## src/rtl/pipe_stage_skid_if.sv

```systemverilog
// Valid/ready handshake bundle for pipe_stage_skid: upstream beat in, downstream beat out.
// The slave modport is the stage itself; master is the surrounding environment.
interface pipe_stage_skid_if #(
  parameter int unsigned DW = 32
);
  logic          i_valid;
  logic          i_ready;
  logic [DW-1:0] i_data;
  logic          o_valid;
  logic          o_ready;
  logic [DW-1:0] o_data;

  modport slave (
    input  i_valid,
    input  i_data,
    input  o_ready,
    output i_ready,
    output o_valid,
    output o_data
  );

  modport master (
    output i_valid,
    output i_data,
    output o_ready,
    input  i_ready,
    input  o_valid,
    input  o_data
  );
endinterface

```

## src/rtl/pipe_stage_skid.sv

```systemverilog
// Generic valid/ready pipeline-stage register with hold and flush.
// Define PIPE_SKID_EN to add a second (skid) entry and drive i_ready straight from a flop.
module pipe_stage_skid #(
  parameter int unsigned    DW      = 32,
  parameter logic [DW-1:0]  NOP_VAL = DW'(32'h0000_0013)
) (
  input  logic                 clk,
  input  logic                 rstn,
  pipe_stage_skid_if.slave     bus_io,
  input  logic                 hold_i,
  input  logic                 flush_i,
  output logic [1:0]           occ_o
);

  logic          main_valid_q, main_valid_d;
  logic [DW-1:0] main_data_q, main_data_d;
  logic          in_ready;
  logic          accept;
  logic          emit;

  assign emit           = main_valid_q & bus_io.o_ready & ~hold_i;
  assign accept         = bus_io.i_valid & in_ready;
  assign bus_io.i_ready = in_ready;
  assign bus_io.o_valid = main_valid_q & ~hold_i;
  // Downstream never sees stale payload while no beat is offered.
  assign bus_io.o_data  = (main_valid_q & ~hold_i) ? main_data_q : NOP_VAL;

`ifdef PIPE_SKID_EN
  logic          skid_valid_q, skid_valid_d;
  logic [DW-1:0] skid_data_q, skid_data_d;

  // Registered ready: the skid entry absorbs the beat that arrives while main stalls.
  assign in_ready = ~skid_valid_q;
  assign occ_o    = {1'b0, main_valid_q} + {1'b0, skid_valid_q};

  always_comb begin
    main_valid_d = main_valid_q;
    main_data_d  = main_data_q;
    skid_valid_d = skid_valid_q;
    skid_data_d  = skid_data_q;
    if (flush_i) begin
      main_valid_d = 1'b0;
      skid_valid_d = 1'b0;
    end else if (emit) begin
      if (skid_valid_q) begin
        main_data_d  = skid_data_q;
        skid_valid_d = 1'b0;
      end else if (accept) begin
        main_data_d  = bus_io.i_data;
      end else begin
        main_valid_d = 1'b0;
      end
    end else if (accept) begin
      if (!main_valid_q) begin
        main_valid_d = 1'b1;
        main_data_d  = bus_io.i_data;
      end else begin
        skid_valid_d = 1'b1;
        skid_data_d  = bus_io.i_data;
      end
    end
  end

  always_ff @(posedge clk or negedge rstn) begin
    if (!rstn) begin
      skid_valid_q <= 1'b0;
      skid_data_q  <= '0;
    end else begin
      skid_valid_q <= skid_valid_d;
      skid_data_q  <= skid_data_d;
    end
  end

  assert property (@(posedge clk) disable iff (!rstn) skid_valid_q |-> main_valid_q)
    else $error("skid entry valid while main entry empty");
`else
  // Ready follows the downstream side combinationally: an emit frees main on the same edge.
  assign in_ready = ~hold_i & (~main_valid_q | bus_io.o_ready);
  assign occ_o    = {1'b0, main_valid_q};

  always_comb begin
    main_valid_d = main_valid_q;
    main_data_d  = main_data_q;
    if (flush_i) begin
      main_valid_d = 1'b0;
    end else if (accept) begin
      main_valid_d = 1'b1;
      main_data_d  = bus_io.i_data;
    end else if (emit) begin
      main_valid_d = 1'b0;
    end
  end
`endif

  always_ff @(posedge clk or negedge rstn) begin
    if (!rstn) begin
      main_valid_q <= 1'b0;
      main_data_q  <= '0;
    end else begin
      main_valid_q <= main_valid_d;
      main_data_q  <= main_data_d;
    end
  end

  assert property (@(posedge clk) disable iff (!rstn) !bus_io.o_valid |-> bus_io.o_data == NOP_VAL)
    else $error("o_data not NOP_VAL while o_valid low");

endmodule

```

## src/flat_wrapper.sv

```systemverilog
// flat-port wrapper written by rule: the top's interface ports become plain ports
module pipe_stage_skid_flat 
#(
  parameter int unsigned    DW      = 32,
  parameter logic [DW-1:0]  NOP_VAL = DW'(32'h0000_0013)
)
  (clk, rstn, hold_i, flush_i, occ_o, bus_io_i_valid, bus_io_i_data, bus_io_o_ready, bus_io_i_ready, bus_io_o_valid, bus_io_o_data);
  pipe_stage_skid_if #(.DW(DW)) bus_io_i ();
  input  logic clk;
  input  logic rstn;
  input  logic hold_i;
  input  logic flush_i;
  output logic [1:0] occ_o;
  input wire logic [$bits(bus_io_i.i_valid)-1:0] bus_io_i_valid;
  input wire logic [$bits(bus_io_i.i_data)-1:0] bus_io_i_data;
  input wire logic [$bits(bus_io_i.o_ready)-1:0] bus_io_o_ready;
  output wire logic [$bits(bus_io_i.i_ready)-1:0] bus_io_i_ready;
  output wire logic [$bits(bus_io_i.o_valid)-1:0] bus_io_o_valid;
  output wire logic [$bits(bus_io_i.o_data)-1:0] bus_io_o_data;
  assign bus_io_i.i_valid = bus_io_i_valid;
  assign bus_io_i.i_data = bus_io_i_data;
  assign bus_io_i.o_ready = bus_io_o_ready;
  assign bus_io_i_ready = bus_io_i.i_ready;
  assign bus_io_o_valid = bus_io_i.o_valid;
  assign bus_io_o_data = bus_io_i.o_data;
  pipe_stage_skid #(.DW(DW), .NOP_VAL(NOP_VAL)) u_core (.clk(clk), .rstn(rstn), .bus_io(bus_io_i), .hold_i(hold_i), .flush_i(flush_i), .occ_o(occ_o));
endmodule
```

## config.mk

```make
export PLATFORM = sky130hd
export DESIGN_NAME = pipe_stage_skid_flat
export DESIGN_NICKNAME = d
export VERILOG_FILES = /design/src/rtl/pipe_stage_skid_if.sv /design/src/rtl/pipe_stage_skid.sv /design/src/flat_wrapper.sv
export SDC_FILE = /design/constraint.sdc
export NUM_CORES = 1
export LEC_CHECK = 0
export CORE_UTILIZATION = 35
export DETAILED_ROUTE_END_ITERATION = 8
export HOLD_SLACK_MARGIN = 0.08
export PLACE_DENSITY = 0.8
export SYNTH_ARGS = -nofsm -noshare
export SYNTH_HDL_FRONTEND = slang
export SYNTH_SLANG_ARGS = --single-unit
```

## constraint.sdc

```tcl
create_clock -name clk -period 2.14 [get_ports clk]
set_input_delay 0.321 -clock clk [delete_from_list [all_inputs] [get_ports clk]]
set_output_delay 0.321 -clock clk [all_outputs]
set_load 0.03 [all_outputs]
```

; ---- Word level (Yosys, flattened, before mapping)
; Cells that the tools add are included.
[totals]
regBits = 33
input_bits = 38
word_cells = 17
[classes]
muxes = 4
bitwise = 9
reduce_logical = 2
[ops]
columns = operator, count
row1 = 2-to-1 mux 32 bit, 1
row2 = bitwise AND 1 bit, 5
row3 = 2-to-1 mux 1 bit, 3
row4 = NOT 1 bit, 3
row5 = nonzero test 3 bit, 1
row6 = AND reduction 2 bit, 1
row7 = OR 1 bit, 1

; ---- Depth between registers and ports, before layout
[depth]
depth_word = 6
mapped_depth = 5
depth_no_buf = 3

; ---- Worst setup path after synthesis
; Ideal clock, no wire load.
[synth_timing]
path_type = input port to output port
from = input hold_i
to = output bus_io_o_data[20]
arrival_time_ns = 1.350
t_required_ns = 1.819
slack_ns = 0.469
cell_stages = 3
n_path_buf = 1
cell_sequence = and2b_2 -> clkbuf_1 -> and2_1
[synth_via]
elab_chain_len = 3
[synth_lines]
columns = item, line
row1 = from (decl), flat_wrapper.sv:11  ; input logic hold_i;
row2 = NOT 1 bit, -
row3 = bitwise AND 1 bit, -
row4 = net bus_io_o_valid, flat_wrapper.sv:18  ; output wire logic [$bits(bus_io_i.o_valid)-1:0] bus_io_o_valid;
row5 = 2-to-1 mux 32 bit, pipe_stage_skid.sv:26  ; assign bus_io.o_data = (main_valid_q & ~hold_i) ? main_data_q : NOP_VAL;
row6 = to (decl), flat_wrapper.sv:19  ; output wire logic [$bits(bus_io_i.o_data)-1:0] bus_io_o_data;
; The timed path passes the listed nets, and every way through them passes these cells.

; ---- Final worst setup path
[layout_timing]
from = input hold_i
to = output bus_io_o_data[25]
[layout_via]
elab_chain_len = 3
[layout_lines]
columns = item, line
row1 = NOT 1 bit, pipe_stage_skid.sv:26
row2 = bitwise AND 1 bit, pipe_stage_skid.sv:26
row3 = 2-to-1 mux 32 bit, pipe_stage_skid.sv:26
; No other way between the ends.

==> key figures <==
Run status
  • Outcome: finished with violations
  • Failing checks: DRC

Worst setup path
  • Critical Path End Type: primary output
  • Critical path arrival: around 1.7 ns
  • Crit path max-delay family: simple AND/OR/NAND/NOR gates
  • CP max stage delay: about 0.53 ns
  • Critical path buffer and inverter count: 2
  • CP Cell Sequence: clkdlybuf4s50_1 -> and2b_2 -> and2_1 -> buf_4
  • Critical Path Fanout Max: 33
  • Worst setup SP type: input port
  • Crit-path slowest cell: and2b_2
  • Crit Path Category: input port to primary output
  • CP required: roughly 1.8 ns

STA
  • RSZ-0062 raised after global routing: no
  • Tcrit/Tclk final: ~93%
  • Hold Vio Cnt, Final: 0
  • Period minus WS final: around 2 ns
  • Fmax: 503.8 MHz
  • Worst-Margin Slew: between 0.7 and 0.8 ns
  • Rel. slew slack: approximately 51%
  • Setup ws final: approximately 0.16 ns
  • Setup TNS: 0 ns
  • Final Slew Violations: 0
  • Worst Clk Skew: approximately 0.005 ns
  • Number of setup violations in the final report: 0

CTS
  • Clock Latency Late Sink: between 0.2 and 0.3 ns
  • Inserted Clock Buffers: 5
  • TritonCTS clock tree: built
  • CTS sink count: 33
  • CTS root buf: clkbuf_8
  • Hold_buf cts: 0
  • H-tree Lvls: 2
  • CTS clock-pin slew for the worst setup and hold paths: around 0.070 ns
  • Post-CTS Setup Inserts: 0
  • # resized after CTS: 0
  • Worst-case clock buffer depth: 2

Power
  • Power Dens Cells: between 700 and 800 mW/mm2
  • Flop pwr share: between 40% and 50%
  • Cell Int Power: roughly 0.0012 W
  • Leak: approximately 1.2 nW
  • Power, Total: around 0.0017 W
  • Clk network pwr share: 26.9%
  • Net Switching: ~0.00043 W
  • Worst IR Drop VDD: 0.0002593 V
  • Switching Fraction: between 20 and 30%
  • Comb pwr share: 24.7%

Floorplan
  • Die height: between 70 and 80 um
  • Initial Util: roughly 37%
  • Die area: between 0.005 and 0.006 mm2
  • Num rows: 24
  • Boundary pin count: between 70 and 80
  • Die Wd: 70.72 um
  • Core box area: around 0.0044 mm2

Route
  • Via-per-instance ratio: 4.558
  • Via count: 1,094
  • Post-DRT Antenna Nets: 0
  • WL final: approximately 3.1 mm
  • First-pass iteration count of the detailed router: 5
  • Wire length per cell: between 10 and 15 um
  • # DRC: 14
  • DR iter-0 viols: between 50 and 60

Placed design
  • Dpl hpwl: roughly 2.3 mm
  • Port-buffer cells: a little over 70
  • RD Place Congestion: 0.6924
  • Area of placed instances: roughly 0.0023 mm2
  • Number of instances in the placed design: 232
  • DP Worst Slack: 0.09443 ns

Synth
  • Syn_area_per_cell: 14.37 um2
  • Xor-xnor portion of the synthesized cell area: 0%
  • Combinational family with the most area after synthesis: multiplexers
  • Yosys top cell by area: dfrtp_1
  • Simple-gate share of the synthesized area: ~14%
  • Syn_nets: 153
  • Synth Register Bits: 33
  • Top-area cell type share of the netlist area: roughly half
  • Synth warn: 0
  • Post-synthesis compound-gate area fraction: 0.6056%
  • Synth Area in Adders: 0%
  • Top cells by area, synth: dfrtp_1 (50%), mux2_4 (27%), and2_1 (11%), buf_12 (3.6%), nand2b_1 (1.5%)
  • Mux contribution to synthesized area: between 20% and 30%
  • Cells after Synth: between 100 and 150
  • Post-synthesis sequential area ratio: 49.96%
  • Netlist Area Pre-Place: 0.001653 mm2
  • Synth cell types: 17

Finish
  • # diodes: 0
  • Share of layout cells above drive strength 1: 42.02%
  • Area Growth Syn to Fin: 44.06%
  • Nets: ~230
  • Post-Layout Cell Count: 240
  • Filler Cell Count: between 400 and 500
  • Post-route cell area: around 0.0024 mm2

Global route
  • Number of global-route vias before repair: 1,078
  • Global-route wire length before repair: slightly above 5 mm
  • GRT overflow: 0
  • Initial antenna violation count: 0
  • Pin count of the biggest net entering global routing: 34
  • Total track usage: 13.35%

Job
  • Maxcap violations: 0

Min path
  • HP Class: input port to asynchronous set/reset pin
==> area by class of cell <==
cell class | count | area (um2) | area share, %
multi-input combinational | 72 | 726.9 | 30.53
timing repair buffer | 74 | 673.1 | 28.27
clock buffer | 5 | 68.82 | 2.890
tap | 52 | 65.06 | 2.733
inverter | 1 | 3.754 | 0.1576
sequential | 33 | 825.8 | 34.68
clock inverter | 3 | 17.52 | 0.7357
==> per-layer routing <==
| layer | routed length, um | vias to the layer above | global-route usage (%) |
|---|---|---|---|
| met5 | 0 | - | 0 |
| met4 | 57 | 0 | 6.000 |
| met3 | 236 | 6 | 4.274 |
| met2 | 1434 | 49 | 20.94 |
| met1 | 1419 | 526 | 16.89 |
| li1 | - | 513 | - |
==> cells by family (layout without fill, tap and decap cells) <==
| family | after synthesis | in the layout |
|---|---|---|
| simple gates | 37 | 37 |
| flops | 33 | 33 |
| mux | 32 | 32 |
| buf+inv | 10 | 83 |
| compound gates | 2 | 2 |
| other cells | 1 | 1 |
==> per-stage QoR <==
| step | hold slack, ns | util [%] |
|---|---|---|
| after floorplan | 0.02541 | - |
| after global placement | 0.4155 | 51.63 |
| after detailed placement | 0.4294 | 51.63 |
| after CTS | 0.1122 | 53.58 |
| after global routing | 0.1411 | 53.58 |
| final | 0.08864 | 53.58 |
==> worst paths after layout <==
path / startpoint / to / slack, ns / depth (start not counted)
max in group asynchronous: rstn / u_core.main_data_q[0]$_DFFE_PN0P_ / 1.58 / 1
max: hold_i / bus_io_o_data[25] / 0.16 / 4
min: rstn / u_core.main_data_q[24]$_DFFE_PN0P_ / 0.09 / 1
min reg2reg: u_core.main_data_q[31]$_DFFE_PN0P_ / u_core.main_data_q[31]$_DFFE_PN0P_ / 0.50 / 1
min in group clk: u_core.main_data_q[31]$_DFFE_PN0P_ / u_core.main_data_q[31]$_DFFE_PN0P_ / 0.50 / 1
max reg2reg: u_core.main_valid_q$_DFFE_PN0P_ / u_core.main_data_q[20]$_DFFE_PN0P_ / 0.46 / 4
==> flip-flops by register name, summed over array words and instances (netlist names) <==
name and cells:
u_core.main_valid_q 1, u_core.main_data_q 32
==> power groups by stage <==
stage | Sequential, W | Combinational (W) | Clock (W)
floorplan | 0.000799 | 0.000290 | 0
global placement | 0.000818 | 0.000413 | 0
detailed placement | 0.000821 | 0.000422 | 0
CTS | 0.000813 | 0.000421 | 0.000469
global route | 0.000831 | 0.000440 | 0.000498
finish | 0.000812 | 0.000414 | 0.000452
==> synthesized netlist by cell type <==
| library cell | count |
|---|---|
| buf_12 | 3 |
| nor2_1 | 1 |
| and2b_2 | 1 |
| buf_4 | 2 |
| mux2_4 | 30 |
| clkbuf_1 | 3 |
| o21ai_0 | 1 |
| conb_1 | 1 |
| and2_1 | 29 |
| dfrtp_1 | 33 |
| nand2b_1 | 4 |
| buf_6 | 1 |
| or3_1 | 1 |
| a21oi_1 | 1 |
| inv_1 | 1 |
| nor2b_4 | 1 |
| mux2_2 | 2 |
==> cells in the final DEF (no fill, tap or decap) <==
cell	synthesis	routed
clkdlybuf4s50_1	0	38
buf_4	2	33
dfrtp_1	33	33
mux2_4	30	30
and2_1	29	29
clkbuf_8	0	5
nand2b_1	4	4
mux2_2	2	2
clkinv_2	0	2
buf_12	3	2
and2b_2	1	1
nor2b_4	1	1
nor2_1	1	1
or3_2	0	1
inv_1	1	1
o21ai_0	1	1
a21oi_1	1	1
conb_1	1	1
clkinvlp_4	0	1
buf_2	0	1
Power figures use the tool's default switching activity.
